$ cat config.mk
export PLATFORM = sky130hd
export DESIGN_NAME = qea_run_sequencer
export DESIGN_NICKNAME = d
export VERILOG_FILES = /design/src/rtl/qea_run_sequencer.sv
export SDC_FILE = /design/constraint.sdc
export NUM_CORES = 2
export LEC_CHECK = 0
export CORE_AREA = 2 2 488 490
export CTS_BUF_LIST = sky130_fd_sc_hd__clkbuf_4
export CTS_CLUSTER_DIAMETER = 150
export CTS_CLUSTER_SIZE = 28
export DETAILED_ROUTE_END_ITERATION = 8
export DIE_AREA = 0 0 490 492
export SETUP_SLACK_MARGIN = 0.05
export SLEW_MARGIN = 20
export SYNTH_ARGS = -nofsm -noshare
export SYNTH_HDL_FRONTEND = slang
export SYNTH_SLANG_ARGS = --single-unit
$ cat constraint.sdc
create_clock -name clk -period 3.55 [get_ports clk]
set_clock_uncertainty 0.1 [all_clocks]
set_input_delay 0.5325 -clock clk [delete_from_list [all_inputs] [get_ports clk]]
set_output_delay 0.5325 -clock clk [all_outputs]
set_load 0.02 [all_outputs]
$ cat src/rtl/qea_run_sequencer.sv
// Host-side job sequencer for the QEA core: loads context and state RAMs,
// starts the core, times the run, then streams final state rows back out.
module qea_run_sequencer #(
  parameter int PE_NUM_WIDTH     = 2,
  parameter int PE_NUM           = 4,
  parameter int STATE_DATA_WIDTH = 64,
  parameter int STATE_ADDR_WIDTH = 16,
  parameter int CTX_DATA_WIDTH   = 64,
  parameter int CTX_ADDR_WIDTH   = 16,
  parameter int MAX_QBIT_WIDTH   = 6,
  parameter int RD_LAT           = 1,
  parameter int TIMEOUT_W        = 32
) (
  input  logic                                 clk,
  input  logic                                 rst,
  input  logic                                 i_job_go,
  input  logic [MAX_QBIT_WIDTH-1:0]            i_qbit_num,
  input  logic [CTX_ADDR_WIDTH:0]              i_ins_num,
  input  logic                                 i_ctx_valid,
  output logic                                 o_ctx_ready,
  input  logic [CTX_DATA_WIDTH-1:0]            i_ctx_word,
  input  logic                                 i_st_valid,
  output logic                                 o_st_ready,
  input  logic [PE_NUM*STATE_DATA_WIDTH-1:0]   i_st_row,
  output logic                                 o_out_valid,
  input  logic                                 i_out_ready,
  output logic [PE_NUM*STATE_DATA_WIDTH-1:0]   o_out_row,
  output logic                                 o_qea_start,
  output logic [MAX_QBIT_WIDTH-1:0]            o_qea_qbit_num,
  output logic                                 o_ctx_en,
  output logic                                 o_ctx_wea,
  output logic [CTX_ADDR_WIDTH-1:0]            o_ctx_addr,
  output logic [CTX_DATA_WIDTH-1:0]            o_ctx_data,
  output logic [PE_NUM-1:0]                    o_state_ena,
  output logic [PE_NUM-1:0]                    o_state_wea,
  output logic [STATE_ADDR_WIDTH-1:0]          o_state_addra,
  output logic [PE_NUM*STATE_DATA_WIDTH-1:0]   o_state_dina,
  input  logic                                 i_qea_complete,
  input  logic [PE_NUM*STATE_DATA_WIDTH-1:0]   i_qea_dout,
  output logic                                 o_busy,
  output logic                                 o_done,
  output logic                                 o_err,
  output logic [TIMEOUT_W-1:0]                 o_run_cycles
);

  localparam int CNT_W = ((CTX_ADDR_WIDTH > STATE_ADDR_WIDTH) ? CTX_ADDR_WIDTH : STATE_ADDR_WIDTH) + 1;
  localparam int ROW_W = PE_NUM * STATE_DATA_WIDTH;
  localparam int LAT_W = 2;

  typedef enum logic [2:0] {
    S_IDLE, S_LOAD_CTX, S_LOAD_ST, S_START, S_RUN, S_READ, S_DONE
  } state_t;

  state_t                    state_q, state_d;
  logic [CNT_W-1:0]          cnt_q, cnt_d, ins_q, ins_d, rows_q, rows_d, cnt_inc;
  logic [MAX_QBIT_WIDTH-1:0] qbit_q, qbit_d;
  logic                      ctx_en_q, ctx_en_d;
  logic [CTX_ADDR_WIDTH-1:0] ctx_addr_q, ctx_addr_d;
  logic [CTX_DATA_WIDTH-1:0] ctx_data_q, ctx_data_d;
  logic                      st_ena_q, st_ena_d, st_wea_q, st_wea_d;
  logic [STATE_ADDR_WIDTH-1:0] st_addr_q, st_addr_d;
  logic [ROW_W-1:0]          st_dina_q, st_dina_d;
  logic [TIMEOUT_W-1:0]      run_q, run_d;
  logic [LAT_W-1:0]          lat_q, lat_d;
  logic                      pend_q, pend_d;
  logic                      out_valid_q, out_valid_d;
  logic [ROW_W-1:0]          out_row_q, out_row_d;
  logic                      err_q, err_d;
  logic                      qbit_ok, ctx_fire, st_fire;

  assign qbit_ok  = (int'(i_qbit_num) > PE_NUM_WIDTH) &&
                    (int'(i_qbit_num) <= STATE_ADDR_WIDTH + PE_NUM_WIDTH);
  assign ctx_fire = i_ctx_valid && (state_q == S_LOAD_CTX);
  assign st_fire  = i_st_valid && (state_q == S_LOAD_ST);
  assign cnt_inc  = cnt_q + CNT_W'(1);

  always_comb begin
    state_d     = state_q;
    cnt_d       = cnt_q;
    ins_d       = ins_q;
    rows_d      = rows_q;
    qbit_d      = qbit_q;
    ctx_en_d    = 1'b0;
    ctx_addr_d  = ctx_addr_q;
    ctx_data_d  = ctx_data_q;
    st_ena_d    = 1'b0;
    st_wea_d    = 1'b0;
    st_addr_d   = st_addr_q;
    st_dina_d   = st_dina_q;
    run_d       = run_q;
    lat_d       = lat_q;
    pend_d      = pend_q;
    out_valid_d = out_valid_q;
    out_row_d   = out_row_q;
    err_d       = 1'b0;
    case (state_q)
      S_IDLE: begin
        if (i_job_go) begin
          if (!qbit_ok) begin
            err_d = 1'b1;
          end else begin
            qbit_d  = i_qbit_num;
            ins_d   = CNT_W'(i_ins_num);
            rows_d  = CNT_W'(1) << (i_qbit_num - MAX_QBIT_WIDTH'(PE_NUM_WIDTH));
            cnt_d   = '0;
            state_d = (i_ins_num == '0) ? S_LOAD_ST : S_LOAD_CTX;
          end
        end
      end
      S_LOAD_CTX: begin
        if (ctx_fire) begin
          ctx_en_d   = 1'b1;
          ctx_addr_d = cnt_q[CTX_ADDR_WIDTH-1:0];
          ctx_data_d = i_ctx_word;
          if (cnt_q == ins_q - CNT_W'(1)) begin
            cnt_d   = '0;
            state_d = S_LOAD_ST;
          end else begin
            cnt_d = cnt_inc;
          end
        end
      end
      S_LOAD_ST: begin
        if (st_fire) begin
          st_ena_d  = 1'b1;
          st_wea_d  = 1'b1;
          st_addr_d = cnt_q[STATE_ADDR_WIDTH-1:0];
          st_dina_d = i_st_row;
          if (cnt_q == rows_q - CNT_W'(1)) begin
            cnt_d   = '0;
            state_d = S_START;
          end else begin
            cnt_d = cnt_inc;
          end
        end
      end
      S_START: begin
        run_d   = '0;
        state_d = S_RUN;
      end
      S_RUN: begin
        if (run_q != '1) run_d = run_q + TIMEOUT_W'(1);
        // The first row read is issued on the same edge that leaves RUN.
        if (i_qea_complete) begin
          state_d   = S_READ;
          cnt_d     = '0;
          st_ena_d  = 1'b1;
          st_addr_d = '0;
          lat_d     = LAT_W'(RD_LAT);
          pend_d    = 1'b1;
        end
      end
      S_READ: begin
        if (pend_q) begin
          if (lat_q == '0) begin
            out_row_d   = i_qea_dout;
            out_valid_d = 1'b1;
            pend_d      = 1'b0;
          end else begin
            lat_d = lat_q - LAT_W'(1);
          end
        end else if (out_valid_q && i_out_ready) begin
          out_valid_d = 1'b0;
          if (cnt_q == rows_q - CNT_W'(1)) begin
            state_d = S_DONE;
          end else begin
            cnt_d     = cnt_inc;
            st_ena_d  = 1'b1;
            st_addr_d = cnt_inc[STATE_ADDR_WIDTH-1:0];
            lat_d     = LAT_W'(RD_LAT);
            pend_d    = 1'b1;
          end
        end
      end
      S_DONE:  state_d = S_IDLE;
      default: state_d = S_IDLE;
    endcase
  end

  always_ff @(posedge clk) begin
    if (rst) begin
      state_q     <= S_IDLE;
      cnt_q       <= '0;
      ins_q       <= '0;
      rows_q      <= '0;
      qbit_q      <= '0;
      ctx_en_q    <= 1'b0;
      ctx_addr_q  <= '0;
      ctx_data_q  <= '0;
      st_ena_q    <= 1'b0;
      st_wea_q    <= 1'b0;
      st_addr_q   <= '0;
      st_dina_q   <= '0;
      run_q       <= '0;
      lat_q       <= '0;
      pend_q      <= 1'b0;
      out_valid_q <= 1'b0;
      out_row_q   <= '0;
      err_q       <= 1'b0;
    end else begin
      state_q     <= state_d;
      cnt_q       <= cnt_d;
      ins_q       <= ins_d;
      rows_q      <= rows_d;
      qbit_q      <= qbit_d;
      ctx_en_q    <= ctx_en_d;
      ctx_addr_q  <= ctx_addr_d;
      ctx_data_q  <= ctx_data_d;
      st_ena_q    <= st_ena_d;
      st_wea_q    <= st_wea_d;
      st_addr_q   <= st_addr_d;
      st_dina_q   <= st_dina_d;
      run_q       <= run_d;
      lat_q       <= lat_d;
      pend_q      <= pend_d;
      out_valid_q <= out_valid_d;
      out_row_q   <= out_row_d;
      err_q       <= err_d;
    end
  end

  assign o_ctx_ready    = (state_q == S_LOAD_CTX);
  assign o_st_ready     = (state_q == S_LOAD_ST);
  assign o_qea_start    = (state_q == S_START);
  assign o_busy         = (state_q != S_IDLE);
  assign o_done         = (state_q == S_DONE);
  assign o_err          = err_q;
  assign o_out_valid    = out_valid_q;
  assign o_out_row      = out_row_q;
  assign o_qea_qbit_num = qbit_q;
  assign o_ctx_en       = ctx_en_q;
  assign o_ctx_wea      = ctx_en_q;
  assign o_ctx_addr     = ctx_addr_q;
  assign o_ctx_data     = ctx_data_q;
  assign o_state_ena    = {PE_NUM{st_ena_q}};
  assign o_state_wea    = {PE_NUM{st_wea_q}};
  assign o_state_addra  = st_addr_q;
  assign o_state_dina   = st_dina_q;
  assign o_run_cycles   = run_q;

endmodule

Word level (Yosys, flattened, before mapping)
Cells that the tools add are included.
Widths: inputs -> output; s select.
Word-level totals
  bits in registers: 708
  bits of input ports: 606
Cells by class
  $add $sub $neg: 6
  order comparisons: 2
  equality and inequality tests: 25
  shifts and indexed selects: 1
  muxes and demuxes: 52
  bitwise gates (word level): 4
  reduce and logical (&&, ||, !) cells: 27
Operator list (number)
  $mux 17: 10
  $pmux 17 s5: 1
  $mux 16: 5
  $pmux 32 s2: 1
  $pmux 16 s3: 1
  $eq 17x17->1: 2
  $sub 17x1->17 const B: 2
  $add 32x1->32 const B: 1
  $mux 32: 1
  $ne 32x32->1 const B: 1
  $mux 3: 10
  $pmux 3 s6: 1
  $add 17x1->17 const B: 1
  $logic_not 17->1: 1
  $shl 1x6->17 const A: 1
  $ne 2x2->1 const B: 8
  $mux 1: 13
  $mux 2: 6
  $ne 2x1->1 const B: 5
  $reduce_and 10->1: 1
  $eq 3x3->1 const B: 3
  $ne 3x3->1 const B: 3
  $reduce_and 3->1: 3
  $reduce_and 9->1: 1
  21 further kinds: 35

Logic depth before layout (Yosys ltp)
  depth in word-level cells: 6
  mapped depth: 13
  gate-level depth less buffers: 10

Worst setup path before layout
No wires, ideal clock.
  path type: register to register
  start: register rows_q[0]
  end: register cnt_q[1]
  setup time: 0.114 ns
  arrival: 2.836 ns
  data required time: 3.336 ns
  setup slack: 0.500 ns
  cell stages (with the launch flop): 13
  buffers on the path: 2
  path through: dfxtp_1 > inv_1 > ha_1 > nor3b_4 > a21oi_1 > or4_1 > nor4_2 > nand4_4 > o31ai_4 > buf_6 > buf_8 > mux2i_1 > nor2_1
Between the ends
  word-level cells in the longest chain between the ends: 5
Ends and longest elaborated chain
  start, declared: RTL line 55  | logic [CNT_W-1:0] cnt_q, cnt_d, ins_q, ins_d, rows_q, rows_d, cnt_inc;
  start signal, assigned: RTL line 204  | rows_q <= rows_d;
  $sub 17x1->17 (*): RTL line 129, 164
  $eq 17x17->1 (*): RTL line 129, 164
  $mux 17: RTL line 129  | if (cnt_q == rows_q - CNT_W'(1)) begin
  $mux 17: RTL line 124  | if (st_fire) begin
  $pmux 17 s5: RTL line 96  | case (state_q)
  end signal, assigned: RTL line 202  | cnt_q <= cnt_d;
  end, declared: RTL line 55
Every way passes the cells marked *; elsewhere a longest branch is shown, timed or not. The select of a mux whose other input is x is not followed.
A chain may end at the register's enable or synchronous reset.

Worst setup path after layout
  start: register state_q[0]
  end: output o_st_ready
Between the ends
  word-level cells in the longest chain between the ends: 1
Ends and longest elaborated chain
  start, declared: RTL line 54  | state_t state_q, state_d;
  start signal, assigned: RTL line 201  | state_q <= state_d;
  $eq 3x2->1: RTL line 223  | assign o_st_ready = (state_q == S_LOAD_ST);
  end, declared: RTL line 23  | output logic o_st_ready,
Every way passes these cells.

==> impl_metrics.env <==
export IMPL_outcome="finished clean"
export IMPL_holdPathEnd="o_state_dina[11]"
export IMPL_critPathLaunchType="flip-flop"
export IMPL_synth_edf_count=0
export IMPL_drc=0
export IMPL_start_util=0.114
export IMPL_synth_common_cells="nand2_1, dfxtp_1, a21oi_1"
export IMPL_r2r_end="o_state_addra[4]"
export IMPL_drv_slew=0
export IMPL_clock_fmax_ghz=0.304
export IMPL_clk_latency_ns=1.18
export IMPL_cts_buffers=38
export IMPL_synth_ff_type="dfxtp_1"
export IMPL_worst_setup_path_type="flip-flop to output port"
export IMPL_yosysTopAreaCell="dfxtp_1"
export IMPL_reg2regPathDepth=11
export IMPL_avgRoutedWirePerCell_um=24.0
export IMPL_finalWeightedCongestion=0.951
export IMPL_htreeDepth=2
export IMPL_synthTopCellsByArea="dfxtp_1, nand2_1, a21oi_1, clkbuf_1, nor2_1"
export IMPL_drtPass1Iterations=6
export IMPL_antenna_found_initial=109
export IMPL_crit_arrival_ns=2.66
export IMPL_dpl_hpwl_um=170000
export IMPL_cts_path_max_buffers=3
export IMPL_synth_most_common_cell="nand2_1"
export IMPL_crit_path_end_kind="output port"
export IMPL_r2r_slack_ns=0.29
export IMPL_maxSlewHeadroom=0.349
export IMPL_io_buffer_count=1268
export IMPL_drive_gt1_frac=0.0409
export IMPL_vias=32400
export IMPL_dpl_instance_area_sq_um=43700
export IMPL_rows=179
export IMPL_postRouteAntennaNets=0
export IMPL_cp_max_fo=22
export IMPL_coreArea_sq_um=236000
export IMPL_drv_cap=0
export IMPL_wirelength_um=204000
export IMPL_holdPathStages=3
export IMPL_p_leak_nw=16.4
export IMPL_rsz0062_at_grt="no"
export IMPL_hold_viol_final=0
export IMPL_syn_inst=3473
export IMPL_async_reset_ff_frac=0
export IMPL_timing_rr_start="rows_q[0]"
export IMPL_synthesis_area_sq_um=26900
export IMPL_ir_drop_mv=0.373
export IMPL_synth_cell_type_count=70
export IMPL_stdcell_area_sq_um=50500
export IMPL_fill_cells=25900
export IMPL_combPwrFrac=0.271
export IMPL_vias_per_cell=3.82
export IMPL_stdcell_count=8482
export IMPL_clockPowerShare=0.227
export IMPL_seqPwrFrac=0.502
export IMPL_grt_pass1_vias=31700
export IMPL_clock_sinks=708
export IMPL_gr_total_overflow=0
export IMPL_grt_max_degree=134
export IMPL_clkSlewWorstSetupHoldPaths_ns=0.32
export IMPL_root_buffer="clkbuf_4"
export IMPL_power_mw=17.0
export IMPL_power_switching_mw=5.88
export IMPL_die_area_sq_um=241000
export IMPL_powerDensity_nw_per_um2=337
export IMPL_p_int_mw=11.1
export IMPL_hold_slack_ns=0.181
export IMPL_setup_violations=0
export IMPL_ys_ff_latch=708
export IMPL_nets=5851
export IMPL_syn_mean_instance_area_sq_um=7.75
export IMPL_num_io_pins=1269
export IMPL_worst_slew_pin_slew_ns=0.976
export IMPL_ys_seq_area_frac=0.527
export IMPL_tns_ns=0
export IMPL_required_ns=2.92
export IMPL_areaGrowthSynthToFinish_pct=87.5
export IMPL_grt_use_total=0.161
export IMPL_cts_tree="built"
export IMPL_synth_top_area_share=0.527
export IMPL_die_h_um=492
export IMPL_fin_crit_sh=0.926
export IMPL_hold_class="primary input to flip-flop"
export IMPL_grt_pass1_wl_um=269000
export IMPL_syn_num_nets=4086
export IMPL_hold_start="i_st_row[11]"
export IMPL_min_period_ns=3.29
export IMPL_yosys_warnings=0
export IMPL_drtIter0Drc=2481
export IMPL_die_w_um=490
export IMPL_p_sw_frac=0.346
export IMPL_place_inst=7764
-- critical path, stage by stage (launching register included) --
cell             delay [ns]
dfxtp_2                0.42
buf_6                  0.17
nor2_1                 0.15
nand2_1                0.22
inv_2                  0.22
clkdlybuf4s15_2        0.30
-- layout make-up --
class / instances / area [sq um] / area share
Inverter: 29 / 109 / 0.00216
Clock buffer: 40 / 300 / 0.00595
Tap cell: 3167 / 3960 / 0.0785
Multi-Input combinational cell: 2468 / 11600 / 0.230
Sequential cell: 708 / 14200 / 0.281
Clock inverter: 17 / 267 / 0.00528
Timing Repair Buffer: 1993 / 19900 / 0.394
Antenna cell: 60 / 150 / 0.00298
-- layout by cell type, fill, tap and decap left out, drive strengths merged, types with 5 or more instances in the layout --
cell           netlist  routed
nand3b               5       5
dfxtp              708     708
nor3                57      57
or2                  6       6
nor3b                5       5
dlygate4sd2          0      12
nor2b                7       7
a222oi               7       7
xor2                25      25
or4                 10      10
and3                17      17
inv                 29      38
clkbuf             236      40
buf                 32     126
ha                   7       7
nand2             1286    1286
a21o                 6       6
dlygate4sd3          0     600
a22oi               11      11
mux2i                6       6
nor2                90      90
o31ai                8       8
xnor2               37      37
o21ai               42      42
a211oi              10      10
clkdlybuf4s50        0    1253
or3                 27      27
diode                0      60
nor4                18      18
clkinv               0       5
nand3               39      39
nand4               17      17
a21oi              670     670
-- through the flow --
stage / setup WS, ns / util
finish: 0.262 / 0.214
floorplan: 0.500 / -
global placement: 0.0860 / 0.185
global route: 0.0541 / 0.213
detailed placement: 0.130 / 0.185
CTS: 0.0559 / 0.213
-- layer usage --
layer	track usage	share of wire
met1	0.198	0.42
met3	0.0422	0.074
met2	0.270	0.47
met4	0.0529	0.036
met5	0	0.0016
-- how the worst max path moves through the flow --
stage | startpoint | to | slack, ns
after floorplan | rows_q[0] | cnt_q[1] | 0.50
after global placement | i_qbit_num[2] | cnt_q[6] | 0.09
after detailed placement | i_qbit_num[2] | cnt_q[11] | 0.13
after CTS | o_out_row[96] | o_out_row[96] | 0.06
after global routing | state_q[0] | o_st_ready | 0.05
final | state_q[0] | o_st_ready | 0.26
-- kinds of logic after synthesis --
kind of cell,after synthesis,synth area share
and+or+nand+nor,1601,0.245
AOI/OAI and AO/OA,789,0.157
DFF,708,0.527
buffers and inverters,297,0.0442
xor gates and xnor gates,63,0.0210
muxes,8,0.00307
adders and majority gates,7,0.00326
-- repair_timing --
action	4_1_cts	5_1_grt
cloned	0	0
setup endpoints to repair	14	23
gates resized for setup	23	1
endpoints found under the hold margin	642	0
pin swaps	0	1
hold buffers	600	0
setup buffers	0	1
-- state kept, by name, summed over array words and instances (netlist names) --
register        flops
o_ctx_addr         16
pend_q              1
st_ena_q            1
o_err               1
o_out_row         256
ins_q              17
lat_q               2
o_run_cycles       32
state_q             3
rows_q             17
cnt_q              17
st_wea_q            1
o_state_dina      256
o_ctx_data         64
o_out_valid         1
o_qea_qbit_num      6
o_ctx_en            1
o_state_addra      16
-- power by group through the flow --
| stage | sequential, mW | clock (mW) | combinational, mW |
|---|---|---|---|
| after global routing | 8.58 | 4.34 | 4.86 |
| after detailed placement | 8.67 | 0 | 3.98 |
| final | 8.54 | 3.86 | 4.61 |
| after floorplan | 8.95 | 0 | 1.32 |
| after CTS | 8.54 | 4.15 | 4.62 |
| after global placement | 8.66 | 0 | 3.95 |
(Power assumes the default switching activity.)
